**config.mk**
```make
export PLATFORM = sky130hd
export DESIGN_NAME = branch_res_pred
export DESIGN_NICKNAME = d
export VERILOG_FILES = /design/src/rtl/branch_res_pred.sv
export SDC_FILE = /design/constraint.sdc
export NUM_CORES = 1
export LEC_CHECK = 0
export ABC_CLOCK_PERIOD_IN_PS = 5800
export BUFFER_PORTS_ARGS = -buffer_cell sky130_fd_sc_hd__buf_2
export CAP_MARGIN = 25
export CORE_MARGIN = 2
export CORE_UTILIZATION = 50
export DETAILED_ROUTE_END_ITERATION = 7
export GPL_TIMING_DRIVEN = 0
export PLACE_DENSITY = 0.71
export SLEW_MARGIN = 20
export SYNTH_ARGS = -nofsm -noshare
export SYNTH_HDL_FRONTEND = slang
export SYNTH_SLANG_ARGS = --single-unit
```
**constraint.sdc**
```tcl
create_clock -name CLK -period 5.8 [get_ports CLK]
set_input_delay 0.87 -clock CLK [delete_from_list [all_inputs] [get_ports CLK]]
set_output_delay 0.87 -clock CLK [all_outputs]
set_load 0.05 [all_outputs]
```
**src/rtl/branch_res_pred.sv**
```systemverilog
// Branch resolution unit with a direct-mapped BTB and saturating-counter direction predictor.
// Lookup is combinational; resolution results and table updates are registered together.

package rv32i_types_pkg;
  typedef enum logic [2:0] {
    BEQ  = 3'b000,
    BNE  = 3'b001,
    BLT  = 3'b100,
    BGE  = 3'b101,
    BLTU = 3'b110,
    BGEU = 3'b111
  } branch_t;
endpackage

module branch_res_pred
  import rv32i_types_pkg::*;
#(
  parameter int NENTRIES = 16,
  parameter int CTR_BITS = 2,
  parameter int TAG_BITS = 8
) (
  input  logic          CLK,
  input  logic          RST,
  input  logic [31:0]   pred_pc,
  output logic          pred_taken,
  output logic [31:0]   pred_target,
  input  logic          res_valid,
  input  logic [31:0]   res_pc,
  input  logic [31:0]   rs1_data,
  input  logic [31:0]   rs2_data,
  input  logic [12:0]   imm_sb,
  input  branch_t       branch_type,
  input  logic          res_pred_taken,
  input  logic [31:0]   res_pred_target,
  output logic          out_valid,
  output logic          branch_taken,
  output logic [31:0]   branch_addr,
  output logic          mispredict
);

  localparam int IDX_BITS = $clog2(NENTRIES);
  localparam int TAG_LSB  = IDX_BITS + 2;
  localparam logic [CTR_BITS-1:0] CTR_MAX  = {CTR_BITS{1'b1}};
  localparam logic [CTR_BITS-1:0] CTR_ZERO = {CTR_BITS{1'b0}};
  localparam logic [CTR_BITS-1:0] CTR_ONE  = CTR_BITS'(1'b1);
  localparam int unsigned CTR_WEAK_INT = 32'd1 << (CTR_BITS - 1);
  localparam logic [CTR_BITS-1:0] CTR_WEAK = CTR_WEAK_INT[CTR_BITS-1:0];

  logic                valid_r  [NENTRIES];
  logic [TAG_BITS-1:0] tag_r    [NENTRIES];
  logic [31:0]         target_r [NENTRIES];
  logic [CTR_BITS-1:0] ctr_r    [NENTRIES];

  logic                out_valid_r;
  logic                branch_taken_r;
  logic [31:0]         branch_addr_r;
  logic                mispredict_r;

  logic [IDX_BITS-1:0] pred_idx_s;
  logic [TAG_BITS-1:0] pred_tag_s;
  logic                pred_hit_s;
  logic [IDX_BITS-1:0] res_idx_s;
  logic [TAG_BITS-1:0] res_tag_s;
  logic                res_hit_s;
  logic                eq_s;
  logic                lt_s;
  logic                ltu_s;
  logic                taken_s;
  logic [31:0]         target_s;
  logic [31:0]         next_addr_s;
  logic                mispredict_s;
  logic [CTR_BITS-1:0] ctr_next_s;
  logic                unused_s;

  // Only the index and tag fields of the PCs feed the table.
  assign unused_s = ^{pred_pc, res_pc};

  assign pred_idx_s = pred_pc[TAG_LSB-1:2];
  assign pred_tag_s = pred_pc[TAG_LSB+TAG_BITS-1:TAG_LSB];
  assign res_idx_s  = res_pc[TAG_LSB-1:2];
  assign res_tag_s  = res_pc[TAG_LSB+TAG_BITS-1:TAG_LSB];

  // Fetch-side lookup; reads pre-update state, so no bypass from a same-cycle update.
  always_comb begin
    pred_hit_s  = valid_r[pred_idx_s] && (tag_r[pred_idx_s] == pred_tag_s);
    pred_taken  = pred_hit_s & ctr_r[pred_idx_s][CTR_BITS-1];
    pred_target = pred_pc + 32'd4;
    if (pred_taken) begin
      pred_target = target_r[pred_idx_s];
    end else begin
      pred_target = pred_pc + 32'd4;
    end
  end

  // Resolve branch direction, target and misprediction from the operands.
  always_comb begin
    eq_s     = (rs1_data == rs2_data);
    lt_s     = ($signed(rs1_data) < $signed(rs2_data));
    ltu_s    = (rs1_data < rs2_data);
    taken_s  = 1'b0;
    case (branch_type)
      BEQ:     taken_s = eq_s;
      BNE:     taken_s = ~eq_s;
      BLT:     taken_s = lt_s;
      BGE:     taken_s = ~lt_s;
      BLTU:    taken_s = ltu_s;
      BGEU:    taken_s = ~ltu_s;
      default: taken_s = 1'b0;
    endcase
    target_s     = res_pc + {{19{imm_sb[12]}}, imm_sb};
    next_addr_s  = taken_s ? target_s : (res_pc + 32'd4);
    mispredict_s = (taken_s != res_pred_taken) |
                   (taken_s & (res_pred_target != target_s));
  end

  // Next counter value for the resolved entry: saturating on a hit, weakly taken on allocation.
  always_comb begin
    res_hit_s  = valid_r[res_idx_s] && (tag_r[res_idx_s] == res_tag_s);
    ctr_next_s = CTR_WEAK;
    if (res_hit_s) begin
      if (taken_s) begin
        ctr_next_s = (ctr_r[res_idx_s] == CTR_MAX) ? CTR_MAX : ctr_r[res_idx_s] + CTR_ONE;
      end else begin
        ctr_next_s = (ctr_r[res_idx_s] == CTR_ZERO) ? CTR_ZERO : ctr_r[res_idx_s] - CTR_ONE;
      end
    end else begin
      ctr_next_s = CTR_WEAK;
    end
  end

  // Register the resolution result and update the predictor table on the same edge.
  always_ff @(posedge CLK) begin
    if (RST) begin
      out_valid_r    <= 1'b0;
      branch_taken_r <= 1'b0;
      branch_addr_r  <= 32'd0;
      mispredict_r   <= 1'b0;
      for (int i = 0; i < NENTRIES; i++) begin
        valid_r[i] <= 1'b0;
        ctr_r[i]   <= CTR_ZERO;
      end
    end else begin
      out_valid_r <= res_valid;
      if (res_valid) begin
        branch_taken_r <= taken_s;
        branch_addr_r  <= next_addr_s;
        mispredict_r   <= mispredict_s;
        if (res_hit_s) begin
          ctr_r[res_idx_s] <= ctr_next_s;
          if (taken_s) begin
            target_r[res_idx_s] <= target_s;
          end
        end else if (taken_s) begin
          // Direct-mapped: an aliasing branch simply takes over the slot.
          valid_r[res_idx_s]  <= 1'b1;
          tag_r[res_idx_s]    <= res_tag_s;
          target_r[res_idx_s] <= target_s;
          ctr_r[res_idx_s]    <= ctr_next_s;
        end
      end
    end
  end

  assign out_valid    = out_valid_r;
  assign branch_taken = branch_taken_r;
  assign branch_addr  = branch_addr_r;
  assign mispredict   = mispredict_r;

endmodule

```
==> summary.md, run 1 <==
| Metric | Value |
|---|---|
| Status | finished clean |
| Register area share after synthesis | 62.6% |
| Hold Crit Class | flop to flop |
| Register bit total from synthesis | 723 |
| Synth Warn # | 0 |
| Leak | 13.6 nW |
| Crit share post-route | 97.3% |
| Reg clk slew, reported paths | 0.06 ns |
| Max frequency | 0.177 GHz |
| Asr flop ratio synth | 0% |
| First-pass GRT wire length | 144000 um |
| Flop pwr share | 47.6% |
| Antenna violations before repair | 2 |
| CTS sink cnt | 723 |
| Area delta synth->final | 17.4% |
| Clock skew | 0.0211 ns |
| Hold Crit Depth | 2 |
| Required @ worst endpoint | 4.93 ns |
| DR iter-0 viols | 2699 |
| Post-DP Area | 0.0372 mm2 |
| DR WL/cell | 28.8 um |
| Setup TNS | 0 ns |
| Sw frac | 25.3% |
| Critical setup path kind | input port to output port |
| Final hold vios | 0 |
| CTS tree | done |
| Worst EP arrival | 4.77 ns |
| Sw Pwr | 3.19 mW |
| Internal power | 9.41 mW |
| All-Layer GR Usage | 28.4% |
| # Max-Cap Violations | 0 |
| Pins Over Slew Limit | 0 |
| Commonest non-fill, non-tap cell in the layout | edfxtp_1 |
| Synthesized instance count | 2127 |
| Final-report setup violation count | 0 |
| Vias in the first global route | 22300 |
| Diode count | 0 |
| Cell area power density | 317 mW/mm2 |
| Die height | 264 um |
| RSZ-0062 raised after global routing | false |
| Final instance area | 0.0398 mm2 |
| Core area | 0.0672 mm2 |
| Minimum clock period | 5.64 ns |
| DRT antenna net count | 0 |
| Drt first pass iters | 5 |
| Vias per cell | 6.41 |
| CP Launch Type | input port |
| I/O pin cnt | 248 |
| Hold_ws | 0.482 ns |
| # nets final | 2742 |
| Worst Max-Slew Pin Slew | 1.08 ns |
| Remaining global-route overflow | 0 |
| # DRC | 0 |
| Net count after synthesis | 2376 |
| Average cell area after synthesis | 15.9 um2 |
| Die Wd | 264 um |
| Max_slew headroom | 27.7% |
| Power, Total | 12.6 mW |
| H-tree levels | 3 |
| Vias | 21900 |
| Yosys cell types | 76 |
| Clk root buf | clkbuf_16 |
| Buffer depth of the longest clock path | 3 |
| Worst Reg-to-Reg Cells | 10 |
| Worst setup EP type | output port |
| Number of synthesized flops with an enable pin | 672 |
| Num CTS Buffers | 74 |
| Pin count of the biggest net entering global routing | 23 |
| Post-Route WL | 98800 um |
| Primary FF master, synth | edfxtp_1 |
| Clock power share | 38.8% |
| Most frequent cells in the layout | edfxtp_1, buf_2, mux4_2 |
| Combinational fraction of design power | 13.6% |
| # rows | 95 |
| Starting Density | 50.5% |
| Hold-fix buffers at CTS | 0 |
| GP Congestion | 0.949 |
| Mapped cell area | 0.0339 mm2 |
| Clk_lat worst skew | 0.62 ns |
| VDD IR max | 213 uV |
| Dpl hpwl | 67900 um |
| Die area | 0.0699 mm2 |
| Layout cells sized above 1 | 29.5% |
| Worst-path fanout max | 10 |
| Final core occ | 59.2% |
| Number of port buffers | 243 |
## metrics by stage
step                instances  setup slack, ns
finish                   3426            0.159
global route             3426           0.0447
CTS                      3422           0.0896
detailed placement       3285           -0.582
global placement         3243            -1.24
floorplan                2127            0.735
## power by group through the flow
stage / clock (mW) / combinational [mW] / sequential (mW)
final: 4.90 / 1.71 / 6.00
after global routing: 5.13 / 1.82 / 6.00
after CTS: 4.93 / 1.68 / 6.00
after detailed placement: 0 / 1.67 / 6.10
after global placement: 0 / 1.55 / 6.11
after floorplan: 0 / 0.942 / 6.18
## Yosys cell counts (7+ instances only)
cell type	number	area share, %
a21oi_1	72	1.1
xor2_1	47	1.2
o21a_1	10	0.22
dfxtp_1	51	3.0
mux4_2	255	17
mux2i_1	12	0.35
a211oi_1	27	0.60
o211ai_1	14	0.31
o21ai_0	73	1.1
buf_1	9	0.10
a31oi_1	10	0.18
or3_1	7	0.13
and3_1	17	0.31
clkbuf_1	78	0.86
a21o_1	24	0.53
edfxtp_1	672	60
xnor2_1	76	2.0
nor3_1	30	0.44
nand3_1	38	0.56
nor2_1	169	1.9
nand2_1	127	1.4
buf_2	26	0.38
nor4_1	8	0.15
nor2b_1	8	0.15
inv_1	57	0.63
ha_1	68	2.5
nand4_1	35	0.65
## cell type report
type	count	area, um2
fillers	4884	27400
flip-flops and latches	723	21200
multi-input cells	1225	12300
clock buffers	95	1960
repair buffers	290	1960
well taps	873	1090
plain buffers	120	551
clock inverters	41	533
inverters	59	221
## kinds of logic after synthesis
kind of cell	after synthesis	synth area share [%]
simple gates	481	6.62
fa+ha+maj	69	2.57
xor+xnor	127	3.45
flops	723	62.6
buf+inv	179	2.18
compound gates	276	5.15
mux	272	17.5
## flip-flops by register name, summed over array words and instances (netlist names)
| register | count |
|---|---|
| tag_r | 128 |
| branch_taken | 1 |
| valid_r | 16 |
| out_valid | 1 |
| branch_addr | 32 |
| target_r | 512 |
| ctr_r | 32 |
| mispredict | 1 |
## critical path: stages
cell and delay (ns):
buf_2 0.14, clkbuf_4 0.29, buf_4 0.29, clkbuf_2 0.38, a31oi_1 0.13, a211oi_1 0.29, a21oi_1 0.11, a21oi_1 0.38
nand4_1 0.21, nor3b_4 0.24, buf_4 0.19, clkbuf_1 0.45, o21ai_0 0.44, clkbuf_4 0.34
## path summary, 6_finish.rpt
kind	slack (ns)	start	end
setup / recovery	0.16	pred_pc[2]	pred_target[11]
hold / removal	0.48	branch_addr[23]	branch_addr[23]
setup reg to reg	2.05	tag_r[6][5]	tag_r[11][5]
hold reg to reg	0.48	branch_addr[23]	branch_addr[23]
## metal layers
layer	vias to the layer above	GRT usage [%]	part of all wire, %
li1	9210	-	-
met1	11200	37.5	37
met2	1341	47.4	49
met3	187	6.19	11
met4	2	9.18	3.0
met5	-	0	0.010
## timing repair
action,CTS,global route
endpoints found under the hold margin,0,0
buffers inserted,1,0
pin swaps,1,0
gates cloned,0,0
endpoints found under the setup margin,32,6
resized for setup,9,11
Power figures use the tool's default switching activity.
==> run 2: changes to the inputs <==
--- a/config.mk
+++ b/config.mk
@@ -13,6 +13,7 @@
 export DETAILED_ROUTE_END_ITERATION = 7
 export GPL_TIMING_DRIVEN = 0
 export PLACE_DENSITY = 0.71
+export SETUP_SLACK_MARGIN = 0.4
 export SLEW_MARGIN = 20
 export SYNTH_ARGS = -nofsm -noshare
 export SYNTH_HDL_FRONTEND = slang
==> run 2 against run 1 <==
Compared with the run above:
- final area grew 0.13%
- critical path depth shrank 5
- worst setup slack gained 0.35 ns
- combinational power is essentially flat
- worst hold slack is essentially flat
- critical path type unchanged
- largest cell class unchanged
- register-to-register slack lost 0.06 ns
==> summary.md, run 2 (synthesis results as in run 1) <==
| Metric | Value |
|---|---|
| Required @ worst endpoint | 4.93 ns (about the same) |
| Worst setup EP type | output port (unchanged) |
| Hold Crit Class | flop to flop (unchanged) |
| Clock skew | 0.0242 ns (was 0.0211 ns) |
| DR iter-0 viols | 2640 (was 2699) |
| RSZ-0062 raised after global routing | true (was false) |
| Remaining global-route overflow | 0 (unchanged) |
| Antenna violations before repair | 2 (unchanged) |
| Top delay family on crit path | buffers and inverters (unchanged) |
| CP max stage cell | clkbuf_1 (unchanged) |
| DRT antenna net count | 0 (unchanged) |
| CP Cell Sequence | buf_2 -> clkbuf_1 -> clkbuf_1 -> clkbuf_1 -> mux4_2 -> mux4_2 -> nand2_1 -> o21ai_0 -> buf_2 (was buf_2 -> clkbuf_4 -> buf_4 -> clkbuf_2 -> a31oi_1 -> a211oi_1 -> a21oi_1 -> a21oi_1 -> nand4_1 -> nor3b_4 -> buf_4 -> clkbuf_1 -> o21ai_0 -> clkbuf_4) |
| Reg clk slew, reported paths | 0.06 ns (about the same) |
| # rows | 95 (unchanged) |
| First-pass GRT wire length | 144000 um (about the same) |
| Most frequent cells in the layout | edfxtp_1, mux4_2, buf_2 (was edfxtp_1, buf_2, mux4_2) |
| Starting Density | 50.5% (unchanged) |
| I/O pin cnt | 248 (unchanged) |
| VDD IR max | 213 uV (about the same) |
| Worst Max-Slew Pin Slew | 1.03 ns (was 1.08 ns) |
| Setup TNS | 0 ns (unchanged) |
| Cell area power density | 317 mW/mm2 (about the same) |
| Largest register FFs | 512 (unchanged) |
| Crit share post-route | 91.3% (was 97.3%) |
| Worst path most repeated cell | clkbuf_1 |
| CTS tree | done (unchanged) |
| Pins Over Slew Limit | 0 (unchanged) |
| Die area | 0.0699 mm2 (unchanged) |
| Die Wd | 264 um (unchanged) |
| Leak | 13.7 nW (was 13.6 nW) |
| Max stage delay on crit path | 0.71 ns (was 0.45 ns) |
| Commonest non-fill, non-tap cell in the layout | edfxtp_1 (unchanged) |
| PnR worst setup slack | 0.507 ns (was 0.159 ns) |
| Status | finished clean (unchanged) |
| Dpl hpwl | 67900 um (unchanged) |
| Layout cells sized above 1 | 29.8% (was 29.5%) |
| Post-Place Worst Slack | -0.582 ns (unchanged) |
| Worst Path Buf+Inv | 5 (was 7) |
| Worst EP arrival | 4.42 ns (was 4.77 ns) |
| Max_slew headroom | 30.9% (was 27.7%) |
| DR WL/cell | 28.8 um (about the same) |
| Final hold vios | 0 (unchanged) |
| Final instance area | 0.0398 mm2 (about the same) |
| Most flops, register | target_r (unchanged) |
| Max frequency | 0.189 GHz (was 0.177 GHz) |
| Core area | 0.0672 mm2 (unchanged) |
| Pin count of the biggest net entering global routing | 23 (unchanged) |
| # Max-Cap Violations | 0 (unchanged) |
| Worst-path fanout max | 10 (unchanged) |
| # DRC | 0 (unchanged) |
| Post-DP Area | 0.0372 mm2 (unchanged) |
| Vias per cell | 6.42 (was 6.41) |
| Critical setup path kind | input port to output port (unchanged) |
| CP Launch Type | input port (unchanged) |
| Number of port buffers | 243 (unchanged) |
| # nets final | 2742 (unchanged) |
| Post-Route WL | 98900 um (was 98800 um) |
| Die height | 264 um (unchanged) |
| Num CTS Buffers | 74 (unchanged) |
| Vias in the first global route | 22300 (about the same) |
| Buffer depth of the longest clock path | 3 (unchanged) |
| Power, Total | 12.6 mW (about the same) |
| Minimum clock period | 5.29 ns (was 5.64 ns) |
| Drt first pass iters | 5 (unchanged) |
| Final-report setup violation count | 0 (unchanged) |
| GP Congestion | 0.949 (unchanged) |
| Hold_ws | 0.482 ns (about the same) |
| Top flop regs | target_r: 512 flops, tag_r: 128 flops (unchanged) |
| Clk_lat worst skew | 0.62 ns (about the same) |
| Area delta synth->final | 17.5% (was 17.4%) |
| All-Layer GR Usage | 28.4% (about the same) |
| Clk root buf | clkbuf_16 (unchanged) |
| Vias | 22000 (was 21900) |
| H-tree levels | 3 (unchanged) |
| CTS sink cnt | 723 (unchanged) |
==> run 2: worst paths after layout <==
path | start | slack, ns | end | depth (start not counted)
worst min register to register | branch_addr[23] | 0.48 | branch_addr[23] | 2
worst min-delay path | branch_addr[23] | 0.48 | branch_addr[23] | 2
worst max-delay path | pred_pc[3] | 0.51 | pred_target[30] | 9
worst max register to register | tag_r[2][5] | 1.99 | tag_r[11][5] | 10
==> run 2: layer usage <==
| metal | wire, um | track usage, % | up-vias |
|---|---|---|---|
| li1 | - | - | 9215 |
| met1 | 36800 | 37.4 | 11200 |
| met2 | 48600 | 47.3 | 1365 |
| met3 | 10700 | 6.29 | 180 |
| met4 | 2790 | 9.20 | 2 |
| met5 | 13 | 0 | - |
==> run 2: power breakdown <==
group	switching (mW)	internal, mW
Clock	2.04	2.87
Sequential	0.0316	5.97
Combinational	1.13	0.585
Total	3.20	9.42
==> run 2: what timing repair did <==
item                                    in CTS  in global routing
pin swaps                                    1                  0
gates resized for setup                     23                 33
buffers inserted                             1                  0
hold buffers                                 0                  0
endpoints found under the setup margin      33                 19
==> run 2: layout make-up <==
class	instances	area, um2
multi-input cells	1225	12300
plain buffers	120	582
clock inverters	41	533
inverters	59	221
repair buffers	290	1970
clock buffers	95	1960
fillers	4892	27300
flip-flops and latches	723	21200
diodes	1	2.50
well taps	873	1090
==> run 2: per-stage QoR <==
step	std cells	util, %
3_3_place_gp	3243	53.9
5_1_grt	3426	59.3
4_1_cts	3422	59.2
3_5_place_dp	3285	55.4
2_1_floorplan	2127	-
6_report	3427	59.3
==> run 2: tightest hold or removal path, delay by kind of cell (launching register included) <==
| family | cells | cell delay, ns |
|---|---|---|
| flip-flops | 1 | 0.32 |
| AND/OR/NAND/NOR | 1 | 0.06 |
| AO/OA/AOI/OAI | 1 | 0.06 |
